File: src/rtl/rgb_stream_timing_gen_if.sv
// Pixel stream handshake between the DSI receive path (master) and the
// raster timing generator (slave).
interface rgb_stream_timing_gen_if;
    logic [23:0] pixel_data;
    logic        pixel_valid;
    logic        pixel_ready;

    modport master (output pixel_data, output pixel_valid, input pixel_ready);
    modport slave  (input pixel_data, input pixel_valid, output pixel_ready);
endinterface

File: src/rtl/rgb_stream_timing_gen.sv
// Raster timing generator with RGB888/666/565 pixel unpacker.
// Optional macro COLOR_BAR_FILL_EN: underflow slots show an 8-bar pattern instead of black.
module rgb_stream_timing_gen #(
    parameter int H_ACTIVE = 640,
    parameter int H_FP     = 16,
    parameter int H_SYNC   = 96,
    parameter int H_BP     = 48,
    parameter int V_ACTIVE = 480,
    parameter int V_FP     = 10,
    parameter int V_SYNC   = 2,
    parameter int V_BP     = 33,
    parameter int COMP_W   = 8,
    parameter bit HS_POL   = 1'b1,
    parameter bit VS_POL   = 1'b1
) (
    input  logic                  i_clk,
    input  logic                  i_reset,
    input  logic                  i_enable,
    input  logic [1:0]            i_fmt,
    rgb_stream_timing_gen_if.slave pix,
    output logic [COMP_W-1:0]     o_r,
    output logic [COMP_W-1:0]     o_g,
    output logic [COMP_W-1:0]     o_b,
    output logic                  o_de,
    output logic                  o_hsync,
    output logic                  o_vsync,
    output logic                  o_frame_start,
    output logic                  o_underflow,
    input  logic                  i_underflow_clr
);
    localparam int H_TOTAL = H_ACTIVE + H_FP + H_SYNC + H_BP;
    localparam int V_TOTAL = V_ACTIVE + V_FP + V_SYNC + V_BP;
    localparam int HW      = (H_TOTAL > 1) ? $clog2(H_TOTAL) : 1;
    localparam int VW      = (V_TOTAL > 1) ? $clog2(V_TOTAL) : 1;
    localparam logic [HW-1:0] H_LAST = HW'(H_TOTAL - 1);
    localparam logic [VW-1:0] V_LAST = VW'(V_TOTAL - 1);

    logic [HW-1:0]     r_h_cnt;
    logic [VW-1:0]     r_v_cnt;
    logic [1:0]        r_fmt_q;
    int                w_h;
    int                w_v;
    logic              w_origin;
    logic              w_de_i;
    logic              w_hs_i;
    logic              w_vs_i;
    logic [1:0]        w_fmt_eff;
    logic [COMP_W-1:0] w_pix_r, w_pix_g, w_pix_b;
    logic [COMP_W-1:0] w_fill_r, w_fill_g, w_fill_b;

    // Left-align a fw-bit field and fill the low bits by cycling its MSBs.
    function automatic logic [COMP_W-1:0] f_expand(input logic [7:0] val, input int fw);
        logic [COMP_W-1:0] res;
        res = '0;
        for (int i = 0; i < COMP_W; i++) begin
            res[i] = val[3'(fw - 1 - ((COMP_W - 1 - i) % fw))];
        end
        return res;
    endfunction

    assign w_h      = int'(r_h_cnt);
    assign w_v      = int'(r_v_cnt);
    assign w_origin = (r_h_cnt == '0) && (r_v_cnt == '0);
    assign w_de_i   = (w_h < H_ACTIVE) && (w_v < V_ACTIVE);
    assign w_hs_i   = (w_h >= H_ACTIVE + H_FP) && (w_h < H_ACTIVE + H_FP + H_SYNC);
    assign w_vs_i   = (w_v >= V_ACTIVE + V_FP) && (w_v < V_ACTIVE + V_FP + V_SYNC);

    assign pix.pixel_ready = i_enable && w_de_i;

    // The format is latched at the frame origin; the origin pixel itself uses the new value.
    assign w_fmt_eff = w_origin ? i_fmt : r_fmt_q;

    always_comb begin
        w_pix_r = '0;
        w_pix_g = '0;
        w_pix_b = '0;
        case (w_fmt_eff)
            2'd1: begin
                w_pix_r = f_expand({2'b00, pix.pixel_data[17:12]}, 6);
                w_pix_g = f_expand({2'b00, pix.pixel_data[11:6]}, 6);
                w_pix_b = f_expand({2'b00, pix.pixel_data[5:0]}, 6);
            end
            2'd2: begin
                w_pix_r = f_expand({3'b000, pix.pixel_data[15:11]}, 5);
                w_pix_g = f_expand({2'b00, pix.pixel_data[10:5]}, 6);
                w_pix_b = f_expand({3'b000, pix.pixel_data[4:0]}, 5);
            end
            default: begin
                w_pix_r = f_expand(pix.pixel_data[23:16], 8);
                w_pix_g = f_expand(pix.pixel_data[15:8], 8);
                w_pix_b = f_expand(pix.pixel_data[7:0], 8);
            end
        endcase
    end

`ifdef COLOR_BAR_FILL_EN
    // Bar order white..black is exactly the bitwise inverse of the bar index as {g,r,b}.
    logic [2:0] w_bar;
    assign w_bar    = 3'((w_h * 8) / H_ACTIVE);
    assign w_fill_r = {COMP_W{~w_bar[1]}};
    assign w_fill_g = {COMP_W{~w_bar[2]}};
    assign w_fill_b = {COMP_W{~w_bar[0]}};
`else
    assign w_fill_r = '0;
    assign w_fill_g = '0;
    assign w_fill_b = '0;
`endif

    always_ff @(posedge i_clk or posedge i_reset) begin
        if (i_reset) begin
            r_h_cnt       <= '0;
            r_v_cnt       <= '0;
            r_fmt_q       <= 2'd0;
            o_r           <= '0;
            o_g           <= '0;
            o_b           <= '0;
            o_de          <= 1'b0;
            o_hsync       <= ~HS_POL;
            o_vsync       <= ~VS_POL;
            o_frame_start <= 1'b0;
            o_underflow   <= 1'b0;
        end else begin
            if (w_origin) begin
                r_fmt_q <= i_fmt;
            end
            if (!i_enable) begin
                r_h_cnt       <= '0;
                r_v_cnt       <= '0;
                o_r           <= '0;
                o_g           <= '0;
                o_b           <= '0;
                o_de          <= 1'b0;
                o_hsync       <= ~HS_POL;
                o_vsync       <= ~VS_POL;
                o_frame_start <= 1'b0;
            end else begin
                if (r_h_cnt == H_LAST) begin
                    r_h_cnt <= '0;
                    r_v_cnt <= (r_v_cnt == V_LAST) ? '0 : r_v_cnt + 1'b1;
                end else begin
                    r_h_cnt <= r_h_cnt + 1'b1;
                end
                o_de          <= w_de_i;
                o_hsync       <= w_hs_i ? HS_POL : ~HS_POL;
                o_vsync       <= w_vs_i ? VS_POL : ~VS_POL;
                o_frame_start <= w_origin;
                if (w_de_i && pix.pixel_valid) begin
                    o_r <= w_pix_r;
                    o_g <= w_pix_g;
                    o_b <= w_pix_b;
                end else if (w_de_i) begin
                    o_r <= w_fill_r;
                    o_g <= w_fill_g;
                    o_b <= w_fill_b;
                end else begin
                    o_r <= '0;
                    o_g <= '0;
                    o_b <= '0;
                end
                if (w_de_i && !pix.pixel_valid) begin
                    o_underflow <= 1'b1;
                end else if (i_underflow_clr) begin
                    o_underflow <= 1'b0;
                end
            end
        end
    end
endmodule

File: src/flat_wrapper.sv
// flat-port wrapper written by rule: the top's interface ports become plain ports
module rgb_stream_timing_gen_flat 
#(
    parameter int H_ACTIVE = 640,
    parameter int H_FP     = 16,
    parameter int H_SYNC   = 96,
    parameter int H_BP     = 48,
    parameter int V_ACTIVE = 480,
    parameter int V_FP     = 10,
    parameter int V_SYNC   = 2,
    parameter int V_BP     = 33,
    parameter int COMP_W   = 8,
    parameter bit HS_POL   = 1'b1,
    parameter bit VS_POL   = 1'b1
)
  (i_clk, i_reset, i_enable, i_fmt, o_r, o_g, o_b, o_de, o_hsync, o_vsync, o_frame_start, o_underflow, i_underflow_clr, pix_pixel_data, pix_pixel_valid, pix_pixel_ready);
  rgb_stream_timing_gen_if pix_i ();
  input  logic i_clk;
  input  logic i_reset;
  input  logic i_enable;
  input  logic [1:0] i_fmt;
  output logic [COMP_W-1:0] o_r;
  output logic [COMP_W-1:0] o_g;
  output logic [COMP_W-1:0] o_b;
  output logic o_de;
  output logic o_hsync;
  output logic o_vsync;
  output logic o_frame_start;
  output logic o_underflow;
  input  logic i_underflow_clr;
  input wire logic [$bits(pix_i.pixel_data)-1:0] pix_pixel_data;
  input wire logic [$bits(pix_i.pixel_valid)-1:0] pix_pixel_valid;
  output wire logic [$bits(pix_i.pixel_ready)-1:0] pix_pixel_ready;
  assign pix_i.pixel_data = pix_pixel_data;
  assign pix_i.pixel_valid = pix_pixel_valid;
  assign pix_pixel_ready = pix_i.pixel_ready;
  rgb_stream_timing_gen #(.H_ACTIVE(H_ACTIVE), .H_FP(H_FP), .H_SYNC(H_SYNC), .H_BP(H_BP), .V_ACTIVE(V_ACTIVE), .V_FP(V_FP), .V_SYNC(V_SYNC), .V_BP(V_BP), .COMP_W(COMP_W), .HS_POL(HS_POL), .VS_POL(VS_POL)) u_core (.i_clk(i_clk), .i_reset(i_reset), .i_enable(i_enable), .i_fmt(i_fmt), .pix(pix_i), .o_r(o_r), .o_g(o_g), .o_b(o_b), .o_de(o_de), .o_hsync(o_hsync), .o_vsync(o_vsync), .o_frame_start(o_frame_start), .o_underflow(o_underflow), .i_underflow_clr(i_underflow_clr));
endmodule
File: config.mk
export PLATFORM = sky130hd
export DESIGN_NAME = rgb_stream_timing_gen_flat
export DESIGN_NICKNAME = d
export VERILOG_FILES = /design/src/rtl/rgb_stream_timing_gen_if.sv /design/src/rtl/rgb_stream_timing_gen.sv /design/src/flat_wrapper.sv
export SDC_FILE = /design/constraint.sdc
export NUM_CORES = 1
export LEC_CHECK = 0
export ABC_AREA = 1
export ABC_CLOCK_PERIOD_IN_PS = 2450
export CORE_UTILIZATION = 50
export CTS_CLUSTER_DIAMETER = 200
export DETAILED_ROUTE_END_ITERATION = 8
export PLACE_DENSITY = 0.81
export SKIP_LAST_GASP = 1
export SLEW_MARGIN = 20
export SYNTH_ARGS = -nofsm -noshare
export SYNTH_HDL_FRONTEND = slang
export SYNTH_SLANG_ARGS = --single-unit
File: constraint.sdc
create_clock -name i_clk -period 2.45 [get_ports i_clk]
set_input_delay 0.49 -clock i_clk [delete_from_list [all_inputs] [get_ports i_clk]]
set_output_delay 0.49 -clock i_clk [all_outputs]
set_load 0.02 [all_outputs]
==> impl_metrics.json <==
{
  "dr.pass1.iters": 5,
  "hp-class": "flip-flop to flip-flop",
  "min_delay_path_depth": 1,
  "critical_path.max_fanout": 5,
  "drive_gt1_frac": 0.151,
  "fin_crit_ps": 2300,
  "cts_tree": "yes",
  "clk_latency_ps": 300,
  "antenna_left": 0,
  "vias_per_cell": 5.13,
  "worstMarginPinSlew_ps": 590,
  "rows": 25,
  "max_stage_delay_ps": 420,
  "vias": 2284,
  "final_max_slew_viol_count": 0,
  "seq_area_frac_synth": 0.461,
  "core_area_sq_um": 4820,
  "cts.htree.levels": 2,
  "grt_max_degree": 48,
  "drtIter0Drc": 174,
  "cts_sinks": 47,
  "diodes": 0,
  "avgRoutedWirePerCell_microns": 13.3,
  "die_w_microns": 73.5,
  "cp_common_cell": "nand2_1",
  "ir_drop_mv": 0.373,
  "critPathSlowestCell": "dfrtp_1",
  "setup_viol": 0,
  "die_h_microns": 73.5,
  "regArea_sq_um": 1180,
  "r2r_end": "u_core.o_g[2]",
  "max_slew_margin": 0.607,
  "clk_pin_slew_ps": 90,
  "synth_area_sq_um": 2550,
  "p_leak_uw": 0.00159,
  "clk_path_buf_depth": 2,
  "synth_common_cells": "nand2_1, dfrtp_1, inv_1",
  "fin_area_sq_um": 3290,
  "hold_ws_ps": 497,
  "n_fill_cell": 393,
  "synth-seq-cells": 47,
  "grt_pass1_vias": 2146,
  "worstPathArrival_ps": 2500,
  "areaGrowthSynthToFinish_pct": 29.0,
  "ys.warnings.count": 0,
  "antenna_found_initial": 0,
  "synth_edf_count": 0,
  "grtUsageTotal": 0.232,
  "worst-setup-path-type": "flip-flop to flip-flop",
  "fmax_mhz": 435,
  "p_per_area_nw_per_um2": 627,
  "syn_avg_cell_area_sq_um": 8.24,
  "cp-end-kind": "flip-flop",
  "finClkSkew_ps": 10.2,
  "dieArea_sq_um": 5400,
  "synthArstFlopShare": 1.00,
  "cts_root_buffer": "clkbuf_8",
  "grt.busiest_layer": "met2",
  "cts_inserted_buffers": 5,
  "multiInputGateArea_sq_um": 1160,
  "use_met2": 0.386,
  "yosys_most_used_dff": "dfrtp_1",
  "final_core_util": 0.684,
  "place_hpwl_microns": 4370,
  "use_met3": 0.0412,
  "hold_start": "u_core.r_h_cnt[0]",
  "synth.distinct_cells": 36,
  "hold_viol": 0,
  "wl_microns": 5930,
  "rsz0062_at_grt": "yes",
  "start_util": 0.530,
  "synthCells": 310,
  "yosys.area.top_type": "dfrtp_1",
  "dpl-instance-area_sq_um": 3170,
  "portBuffers": 51,
  "place_congestion": 0.902,
  "r2r_slack_ps": 150,
  "path_cells": "inv_1, ha_1, nand3_1, nor3_2, nand3_1, nand2_1, o21ai_0, ha_1, nor2_1, nand2_1, inv_2, nand2_1, a31oi_1",
  "status": "complete, no violations",
  "critPathRequiredTime_ps": 2650,
  "yosysMostFrequentCell": "nand2_1",
  "use_met1": 0.297,
  "grt_pass1_wl_microns": 9630,
  "drv_cap": 0,
  "r2r-start": "u_core.r_v_cnt[0]",
  "drcViolationCount": 0,
  "grt-ovfl-total": 0,
  "min_to": "u_core.r_h_cnt[0]",
  "fin_nets": 414,
  "ys_top_cells_by_area": "dfrtp_1, nand2_1, inv_1",
  "power_uw": 2060,
  "final.period_utilization": 0.937,
  "reg2regPathDepth": 13,
  "startpoint_type": "flip-flop",
  "pin_count": 61,
  "synth_top_area_share": 0.461
}
-- kinds of logic (layout without fill, tap and decap cells) --
| family | after synthesis | after routing | share of synthesized area |
|---|---|---|---|
| compound gates | 39 | 39 | 0.0911 |
| xor+xnor | 5 | 5 | 0.0171 |
| fa+ha+maj | 6 | 6 | 0.0294 |
| buf+inv | 50 | 115 | 0.0911 |
| flops | 47 | 47 | 0.461 |
| other cells | 1 | 4 | 0.00147 |
| simple gates | 162 | 162 | 0.309 |
-- state kept, by name (all words and copies together), names as in the netlist --
register              flops
u_core.r_h_cnt           10
u_core.r_fmt_q            2
u_core.o_frame_start      1
u_core.o_hsync            1
u_core.o_r                7
u_core.r_v_cnt           10
u_core.o_underflow        1
u_core.o_g                6
u_core.o_b                7
u_core.o_de               1
u_core.o_vsync            1
-- critical path: cells and delay by family, from the launching register on --
family | cells | cell delay, ps
AND/OR/NAND/NOR | 7 | 770
adder cells (fa/ha/maj) | 2 | 510
AO/OA/AOI/OAI | 2 | 300
flip-flops | 1 | 420
buffers and inverters | 2 | 190
-- metrics by stage --
step | setup slack, ps | setup TNS [ps] | instances
2_1_floorplan | 328 | 0 | 313
3_3_place_gp | 131 | 0 | 434
3_5_place_dp | 64.7 | 0 | 434
4_1_cts | 21.0 | 0 | 442
5_1_grt | -40.7 | -139 | 445
6_report | 154 | 0 | 445
-- worst max path at each step --
| stage | slack [ps] | from | depth (start not counted) | end |
|---|---|---|---|---|
| after CTS | 20 | u_core.r_h_cnt[8] | 6 | pix_pixel_ready |
| after detailed placement | 60 | u_core.r_v_cnt[0] | 11 | u_core.o_b[2] |
| after floorplan | 330 | u_core.r_v_cnt[0] | 11 | u_core.o_b[2] |
| after global placement | 130 | i_fmt[1] | 8 | u_core.o_b[2] |
| after global routing | -40 | u_core.r_v_cnt[0] | 13 | u_core.o_r[5] |
| final | 150 | u_core.r_v_cnt[0] | 13 | u_core.o_g[2] |
-- layer usage --
layer	vias to the layer above	routed length, microns
met5	-	0
met4	0	80
met3	10	218
met2	61	2990
met1	1089	2640
li1	1124	-
-- power breakdown --
| part | total [uW] | switching [uW] | internal, uW |
|---|---|---|---|
| Combinational | 724 | 410 | 314 |
| Clock | 456 | 256 | 200 |
| Sequential | 885 | 31.6 | 853 |
| Total | 2060 | 698 | 1370 |
-- final cells by class --
type                       instances  area share
tap                               67      0.0255
clock inverter                     2     0.00380
clock buffer                       6      0.0220
timing repair buffer              67       0.192
multi-input combinational        216       0.353
sequential                        47       0.357
inverter                          40      0.0467
-- cells in the final DEF (no fill, tap or decap), types with 2 or more instances in the layout --
cell / n
nand2_1: 76
clkdlybuf4s50_1: 50
dfrtp_1: 47
inv_1: 34
nor2_1: 26
nand3_1: 22
buf_4: 16
o21ai_0: 13
nand4_1: 10
a21oi_1: 9
ha_1: 6
inv_2: 5
xor2_1: 5
o21ai_2: 5
clkbuf_8: 5
nor2_2: 4
o21ai_1: 4
nand2_2: 4
conb_1: 4
nor3_2: 3
nor3_1: 3
nor2_4: 3
a31oi_1: 3
nor3b_1: 3
nand3_2: 2
clkinvlp_4: 2
a21oi_2: 2
-- what timing repair did --
item	in CTS	in global routing
gates resized for setup	0	5
setup endpoints to repair	0	16
hold buffers	0	0
buffers inserted	0	3
No activity file was read; power rests on OpenSTA's default activity.
